### config.mk
export PLATFORM = sky130hd
export DESIGN_NAME = pixel_stream_processor
export DESIGN_NICKNAME = d
export VERILOG_FILES = /design/src/rtl/pixel_stream_processor.sv
export SDC_FILE = /design/constraint.sdc
export NUM_CORES = 1
export LEC_CHECK = 0
export BUFFER_PORTS_ARGS = -buffer_cell sky130_fd_sc_hd__buf_2
export CAP_MARGIN = 20
export CORE_MARGIN = 4
export CORE_UTILIZATION = 45
export CTS_CLUSTER_DIAMETER = 200
export DETAILED_ROUTE_END_ITERATION = 12
export PLACE_DENSITY = 0.71
export SLEW_MARGIN = 20
export SYNTH_ARGS = -nofsm -noshare
export SYNTH_HDL_FRONTEND = slang
export SYNTH_SLANG_ARGS = --single-unit
export TNS_END_PERCENT = 50
### constraint.sdc
create_clock -name clk -period 8.3 [get_ports clk]
set_clock_uncertainty 0.1 [all_clocks]
set_input_delay 1.66 -clock clk [delete_from_list [all_inputs] [get_ports clk]]
set_output_delay 1.66 -clock clk [all_outputs]
set_load 0.02 [all_outputs]
### src/rtl/pixel_stream_processor.sv
// Streaming per-pixel point-operation engine: valid/ready in, two-stage pipeline
// (op/grayscale sum, then clamp/threshold into the output register), valid/ready out.
module pixel_stream_processor #(
  parameter int CHANNELS     = 3,
  parameter int CH_WIDTH     = 8,
  parameter int IMAGE_WIDTH  = 512,
  parameter int IMAGE_HEIGHT = 512
) (
  input  logic                         clk,
  input  logic                         rst,
  input  logic                         start,
  input  logic [2:0]                   op_select,
  input  logic [CH_WIDTH-1:0]          threshold,
  input  logic [CH_WIDTH-1:0]          brightness,
  input  logic                         s_valid,
  output logic                         s_ready,
  input  logic [CHANNELS*CH_WIDTH-1:0] s_data,
  output logic                         m_valid,
  input  logic                         m_ready,
  output logic [CHANNELS*CH_WIDTH-1:0] m_data,
  output logic                         m_eol,
  output logic                         m_last,
  output logic                         busy,
  output logic                         done
);

  localparam int W  = CH_WIDTH;
  localparam int DW = CHANNELS * CH_WIDTH;
  localparam int XW = (IMAGE_WIDTH > 1) ? $clog2(IMAGE_WIDTH) : 1;
  localparam int YW = (IMAGE_HEIGHT > 1) ? $clog2(IMAGE_HEIGHT) : 1;
  localparam logic [W-1:0] MAX = {W{1'b1}};

  typedef enum logic [1:0] {
    IDLE  = 2'd0,
    RUN   = 2'd1,
    DRAIN = 2'd2
  } state_t;

  state_t state;

  logic [2:0]    op;
  logic [W-1:0]  thr;
  logic [W-1:0]  bright;
  logic [XW-1:0] x;
  logic [YW-1:0] y;

  logic pix_eol;
  logic pix_last;
  logic accept;
  logic s1_adv;
  logic s2_adv;

  logic                       s1_valid;
  logic                       s1_eol;
  logic                       s1_last;
  logic [CHANNELS-1:0][W+1:0] s1_val;
  logic [CHANNELS-1:0][W+1:0] s1_next;
  logic [CHANNELS-1:0][W-1:0] ch;
  logic [CHANNELS-1:0][W-1:0] s2_next;
  logic [DW-1:0]              m_pack;
  logic [W+9:0]               gray_acc;
  logic [W-1:0]               gray;

  // Valid/ready: a transfer happens on a rising edge where valid && ready;
  // the producer holds data stable while valid && !ready.
  assign s2_adv   = !m_valid || m_ready;
  assign s1_adv   = !s1_valid || s2_adv;
  assign s_ready  = (state == RUN) && s1_adv;
  assign accept   = s_valid && s_ready;
  assign busy     = (state != IDLE);
  assign pix_eol  = (x == XW'(IMAGE_WIDTH - 1));
  assign pix_last = pix_eol && (y == YW'(IMAGE_HEIGHT - 1));

  for (genvar c = 0; c < CHANNELS; c++) begin : g_ch
    assign ch[c] = s_data[(CHANNELS-1-c)*W +: W];
  end

  if (CHANNELS == 3) begin : g_gray
    assign gray_acc = (W+10)'(ch[0]) * (W+10)'(77)
                    + (W+10)'(ch[1]) * (W+10)'(150)
                    + (W+10)'(ch[2]) * (W+10)'(29);
  end else begin : g_no_gray
    assign gray_acc = '0;
  end

  assign gray = W'(gray_acc >> 8);

  // Stage 1: brightness is kept as a W+2 bit signed sum so stage 2 can clamp it.
  always_comb begin
    s1_next = '0;
    for (int c = 0; c < CHANNELS; c++) begin
      case (op)
        3'd1:       s1_next[c] = {2'b00, ~ch[c]};
        3'd3:       s1_next[c] = {2'b00, ch[c]} + {{2{bright[W-1]}}, bright};
        3'd4, 3'd5: s1_next[c] = {2'b00, gray};
        default:    s1_next[c] = {2'b00, ch[c]};
      endcase
    end
  end

  always_comb begin
    s2_next = '0;
    m_pack  = '0;
    for (int c = 0; c < CHANNELS; c++) begin
      case (op)
        3'd2, 3'd5: s2_next[c] = (s1_val[c][W-1:0] > thr) ? MAX : '0;
        3'd3: begin
          if (s1_val[c][W+1])  s2_next[c] = '0;
          else if (s1_val[c][W]) s2_next[c] = MAX;
          else                   s2_next[c] = s1_val[c][W-1:0];
        end
        default:    s2_next[c] = s1_val[c][W-1:0];
      endcase
      m_pack[(CHANNELS-1-c)*W +: W] = s2_next[c];
    end
  end

  always_ff @(posedge clk) begin
    if (rst) begin
      state    <= IDLE;
      op       <= 3'd0;
      thr      <= '0;
      bright   <= '0;
      x        <= '0;
      y        <= '0;
      s1_valid <= 1'b0;
      s1_eol   <= 1'b0;
      s1_last  <= 1'b0;
      s1_val   <= '0;
      m_valid  <= 1'b0;
      m_data   <= '0;
      m_eol    <= 1'b0;
      m_last   <= 1'b0;
      done     <= 1'b0;
    end else begin
      done <= 1'b0;
      case (state)
        IDLE: begin
          if (start) begin
            // Grayscale modes need exactly three channels; otherwise they pass through.
            op     <= ((op_select == 3'd4 || op_select == 3'd5) && CHANNELS != 3) ? 3'd0 : op_select;
            thr    <= threshold;
            bright <= brightness;
            x      <= '0;
            y      <= '0;
            state  <= RUN;
          end
        end
        RUN: begin
          if (accept) begin
            x <= pix_eol ? '0 : x + 1'b1;
            if (pix_eol) y <= pix_last ? '0 : y + 1'b1;
            if (pix_last) state <= DRAIN;
          end
        end
        DRAIN: begin
          if (!s1_valid && s2_adv) begin
            done  <= 1'b1;
            state <= IDLE;
          end
        end
        default: state <= IDLE;
      endcase

      if (s1_adv) begin
        s1_valid <= accept;
        if (accept) begin
          s1_val  <= s1_next;
          s1_eol  <= pix_eol;
          s1_last <= pix_last;
        end
      end

      if (s2_adv) begin
        m_valid <= s1_valid;
        if (s1_valid) begin
          m_data <= m_pack;
          m_eol  <= s1_eol;
          m_last <= s1_last;
        end
      end
    end
  end

endmodule

After elaboration in Yosys (flattened, before gate mapping)
Index checks and enable logic that the tools add are counted.

cells by class
  bitwise logic cells = 4
  add/subtract/negate cells = 7
  muxes and demuxes = 29
  eq/ne operators = 14
  reductions and logical operators = 20
  $lt $le $gt $ge = 3
  multipliers = 3

operators with widths
  cell                  count
  $pmux 10 s3           3
  $mux 8                9
  $mux 9                6
  $pmux 8 s2            3
  $pmux 9 s2            2
  $add 9x8->10          3
  $mul 8x7->15 const B  2
  $gt 8x8->1            3
  $not 8->8             3
  $add 9x1->9 const B   2
  $eq 9x9->1 const B    2
  $add 15x16->16        1
  $add 16x13->16        1
  $mul 8x5->13 const B  1
  $ne 2x2->1 const B    5
  $mux 2                4
  $reduce_and 4->1      2
  $eq 3x2->1 const B    2
  $eq 3x3->1 const B    2
  $pmux 2 s3            1
  $reduce_and 2->1      3
  $reduce_or 2->1       3
  $logic_and 1x1->1     4
  $reduce_bool 2->1     2
  9 further kinds       11

storage, ports and cells
  input port bits = 48
  bits in registers = 100
  logic and storage cells = 97
  output and inout bits = 30

Depth between registers and ports, before layout
  word-level depth = 7
  gate-level depth with buffers = 26
  gate-level depth less buffers = 26

Worst setup path after synthesis
No wires, ideal clock.

  path type = input port to flip-flop
  start = input s_data[12]
  end = register s1_val[17] (netlist bit)
  arrival = 7.713 ns
  buffers on the path = 0
  stages = 23
  required time = 8.112 ns
  slack = 0.399 ns
  library setup time = 0.088 ns
  path through = ha_1 -> ha_1 -> inv_1 -> fa_1 -> fa_1 -> inv_1 -> ha_1 -> xnor2_1 -> fa_1 -> fa_1 -> inv_1 -> fa_1 -> fa_1 -> inv_1 -> ha_1 -> a21o_1 -> o2bb2ai_1 -> a21oi_1 -> o21ai_1 -> o41ai_2 -> xor3_1 -> nand2b_4 -> a311oi_2

on the way
  word-level cells in the longest chain between the ends = 4
  elaborated cells between the ends (all ways) = 5
  those cells by class = add/sub (3); mul (1); mux (1)

RTL lines
  item                  line  RTL
  from (decl)           17    input logic [CHANNELS*CH_WIDTH-1:0] s_data,
  $mul 8x7->15          80    + (W+10)'(ch[1]) * (W+10)'(150)
  $add 15x16->16        80
  $add 16x13->16        81    + (W+10)'(ch[2]) * (W+10)'(29);
  $pmux 10 s3 *         92    case (op)
  to (signal assigned)  168   s1_val <= s1_next;
  to (decl)             56    logic [CHANNELS-1:0][W+1:0] s1_val;

Mark *: on every way between the ends. The rest lies on a longest branch, timed or not.
A chain may end at the register's enable or synchronous reset.

Worst setup path after layout
  start = input s_data[12]
  end = register s1_val[27] (netlist bit)

on the way
  word-level cells in the longest chain between the ends = 4

RTL lines
  item            line
  $mul 8x7->15    80
  $add 15x16->16  80
  $add 16x13->16  81
  $pmux 10 s3     92

Every way passes these cells.

==> run summary <==
TritonRoute pass-1 iters: 4
Clock Sink Count: 100
Gate Count Post-Synth: 1070
Synth top cells by count: ha_1 (139), inv_1 (106), dfxtp_1 (100)
Global-route wire length before repair: 37800 um
Final nets: 1376
Worst setup margin: 0.422 ns
Post-CTS setup buffers: 0
Register bit total from synthesis: 100
CTS Buffer Depth: 2
Crit path required time: 8.46 ns
Outcome: finished clean
Asr flop ratio synth: 0%
WP data arrival: 8.04 ns
Peak supply drop: 0.298 mV
Netlist cell types: 63
Slew Viols, Final: 0
Synth Flop Type: dfxtp_1
Slew headroom: 37.3%
Yosys top cell by area: dfxtp_1
Max-cap viol count: 0
R2r worst-path depth: 7
Fmax: 127 MHz
Power per cell area: 290 nW/um^2
Placed instance area: 9880 um^2
Initial antenna violation count: 0
H-tree depth: 3
Num CTS Buffers: 9
Gpl congestion: 0.925
Most common cell on crit path: fa_1
DRC Markers: 0
Design Area, Final: 10200 um^2
EDFF count, synth: 0
Starting Density: 45.8%
Die W: 151 um
Synth Net Count: 1315
CTS tree: yes
Reg-to-reg setup timing slack: 5.09 ns
Root buf cell: clkbuf_16
Fill cells: 1923
PortBufs: 77
Vias in the first global route: 7701
Die area: 22900 um^2
Endpoint, Worst Hold: m_last$_SDFFE_PP0P_
WL final: 23100 um
CP max FO: 5
Multi-input logic area: 6670 um^2
Minimum clock period: 7.88 ns
Min-Delay Path Depth: 2
P_leak: 0.00474 uW
I/O pin count: 78
Synthesis-to-layout area growth: 10.2%
Endpoint type of the worst setup path: flip-flop
Num rows: 52
Clk_lat worst skew: 0.35 ns
Via density: 5.43
Share of the synthesized area in the top cell type: 21.6%
Main area contributors after synthesis: dfxtp_1 (22%), ha_1 (19%), fa_1 (13%)
Setup TNS: 0 ns
Hold Vio Cnt, Final: 0
Mean Syn Cell Area: 8.65 um^2
Total grt overflow: 0
Vias: 7629
Share of cells above drive strength 1: 11.6%
Routed Antenna Nets: 0
DR iter-0 viols: 536
Die height: 151 um
Crit path cell chain: buf_2 > ha_1 > ha_1 > inv_1 > fa_1 > fa_1 > inv_1 > ha_1 > xnor2_1 > fa_1 > fa_1 > inv_1 > fa_1 > fa_1 > inv_1 > ha_1 > a21o_1 > o2bb2ai_1 > a21oi_1 > o21ai_1 > o41ai_2 > xor3_1 > nand2b_4 > a311oi_2
Cell with the most instances after synthesis: ha_1
Yosys warns: 0
Post-detail-place hpwl: 18100 um
CP startpoint kind: input pin
RSZ-0062 raised after global routing: false
Cts hold-fix bufs: 0
Largest net degree at the start of global routing: 90
Pre-CTS setup slack: 0.0738 ns
Worst R2R Start: op[2]$_SDFFE_PP0P_
Drt wl/cell: 16.4 um
Reg-to-reg critical path endpoint: s1_val[3]$_SDFFE_PP0P_
Measured slew at the worst slew-check pin: 0.941 ns
Worst setup path class: input pin to flip-flop
Register Area: 2000 um^2
Hold Path Class: flip-flop to flip-flop
Total GRT Usage: 20.7%
Register clock-pin slew on the reported worst setup and hold paths: 0.07 ns
Delay-heaviest family, CP: adder cells
Worst Path Buf+Inv: 5
Hold_sp: m_last$_SDFFE_PP0P_
Core box area: 20200 um^2
Syn Std Cell Area: 9260 um^2
Worst path slowest cell: fa_1
Final count of negative-setup-slack endpoints: 0
CP max stage delay: 0.54 ns
Cts repair resizes: 0
Tcrit/Tclk final: 94.9%
Post-synthesis sequential area ratio: 21.6%
==> flip-flops by register name, indices dropped and copies added (netlist names), 2 cells and up <==
| signal | flops |
|---|---|
| op | 3 |
| state | 2 |
| m_data | 24 |
| y | 9 |
| s1_val | 30 |
| x | 9 |
| thr | 8 |
| bright | 8 |
==> cell type report <==
| class | instances | area share, % |
|---|---|---|
| multi-input cells | 825 | 65.4 |
| flip-flops and latches | 100 | 19.6 |
| repair buffers | 89 | 4.66 |
| inverters | 106 | 3.90 |
| well taps | 270 | 3.31 |
| clock buffers | 11 | 2.38 |
| clock inverters | 4 | 0.724 |
| diodes | 1 | 0.0245 |
==> where the power goes <==
part / leakage, uW / total (uW) / internal [uW] / switching, uW
clock network: 0.000156 / 453 / 271 / 182
logic: 0.00377 / 1980 / 881 / 1100
registers: 0.000815 / 526 / 501 / 24.4
==> routing by layer <==
metal | part of all wire, % | GRT usage (%) | up-vias
li1 | - | - | 3824
met1 | 44 | 27.1 | 3603
met2 | 48 | 35.7 | 166
met3 | 5.3 | 3.35 | 36
met4 | 2.1 | 5.08 | 0
met5 | 0 | 0 | -
==> placed cells by master (no fill, tap or decap), types with 40 or more instances in the layout <==
cell     synthesis  routed
ha_1           139     139
nor2_1          92      92
buf_2            3      77
a21oi_1         73      73
dfxtp_1        100      99
o21ai_0         40      40
fa_1            58      58
nand2_1         99      99
inv_1          106     106
o21a_1          54      54
==> worst reg2reg max path, stage by stage (launching register included) <==
cell,delay (ns)
dfxtp_1,0.85
nand2b_1,0.68
nand2_1,0.49
o311a_1,0.28
o211ai_2,0.16
nand2_1,0.16
a21o_1,0.22
a211oi_1,0.18
==> cell families after synthesis <==
kind of cell / after synthesis / synth area share (%)
AO/OA/AOI/OAI: 267 / 19.4
XOR/XNOR: 44 / 4.32
adder cells (fa/ha/maj): 197 / 31.3
buffers and inverters: 145 / 6.37
flip-flops: 100 / 21.6
multiplexers: 6 / 0.662
AND/OR/NAND/NOR: 311 / 16.3
==> through the flow <==
step	hold slack [ns]	instances	utilization [%]	total power (uW)
3_3_place_gp	0.341	1390	48.8	2490
6_report	0.353	1406	50.4	2960
4_1_cts	0.356	1405	50.4	2980
2_1_floorplan	0.332	1070	-	2060
5_1_grt	0.386	1405	50.4	3290
3_5_place_dp	0.347	1390	48.8	2510
==> worst max-delay path by stage <==
stage | from | end | slack, ns | cells after the start
final | s_data[12] | s1_val[27]$_SDFFE_PP0P_ | 0.42 | 24
after global routing | s_data[11] | s1_val[27]$_SDFFE_PP0P_ | 0.11 | 26
after CTS | s_data[12] | s1_val[7]$_SDFFE_PP0P_ | 0.41 | 24
after detailed placement | s_data[12] | s1_val[25]$_SDFFE_PP0P_ | 0.07 | 24
after global placement | s_data[12] | s1_val[5]$_SDFFE_PP0P_ | 0.16 | 24
after floorplan | s_data[12] | s1_val[17]$_SDFFE_PP0P_ | 0.40 | 23
No activity file was read; power rests on OpenSTA's default activity.
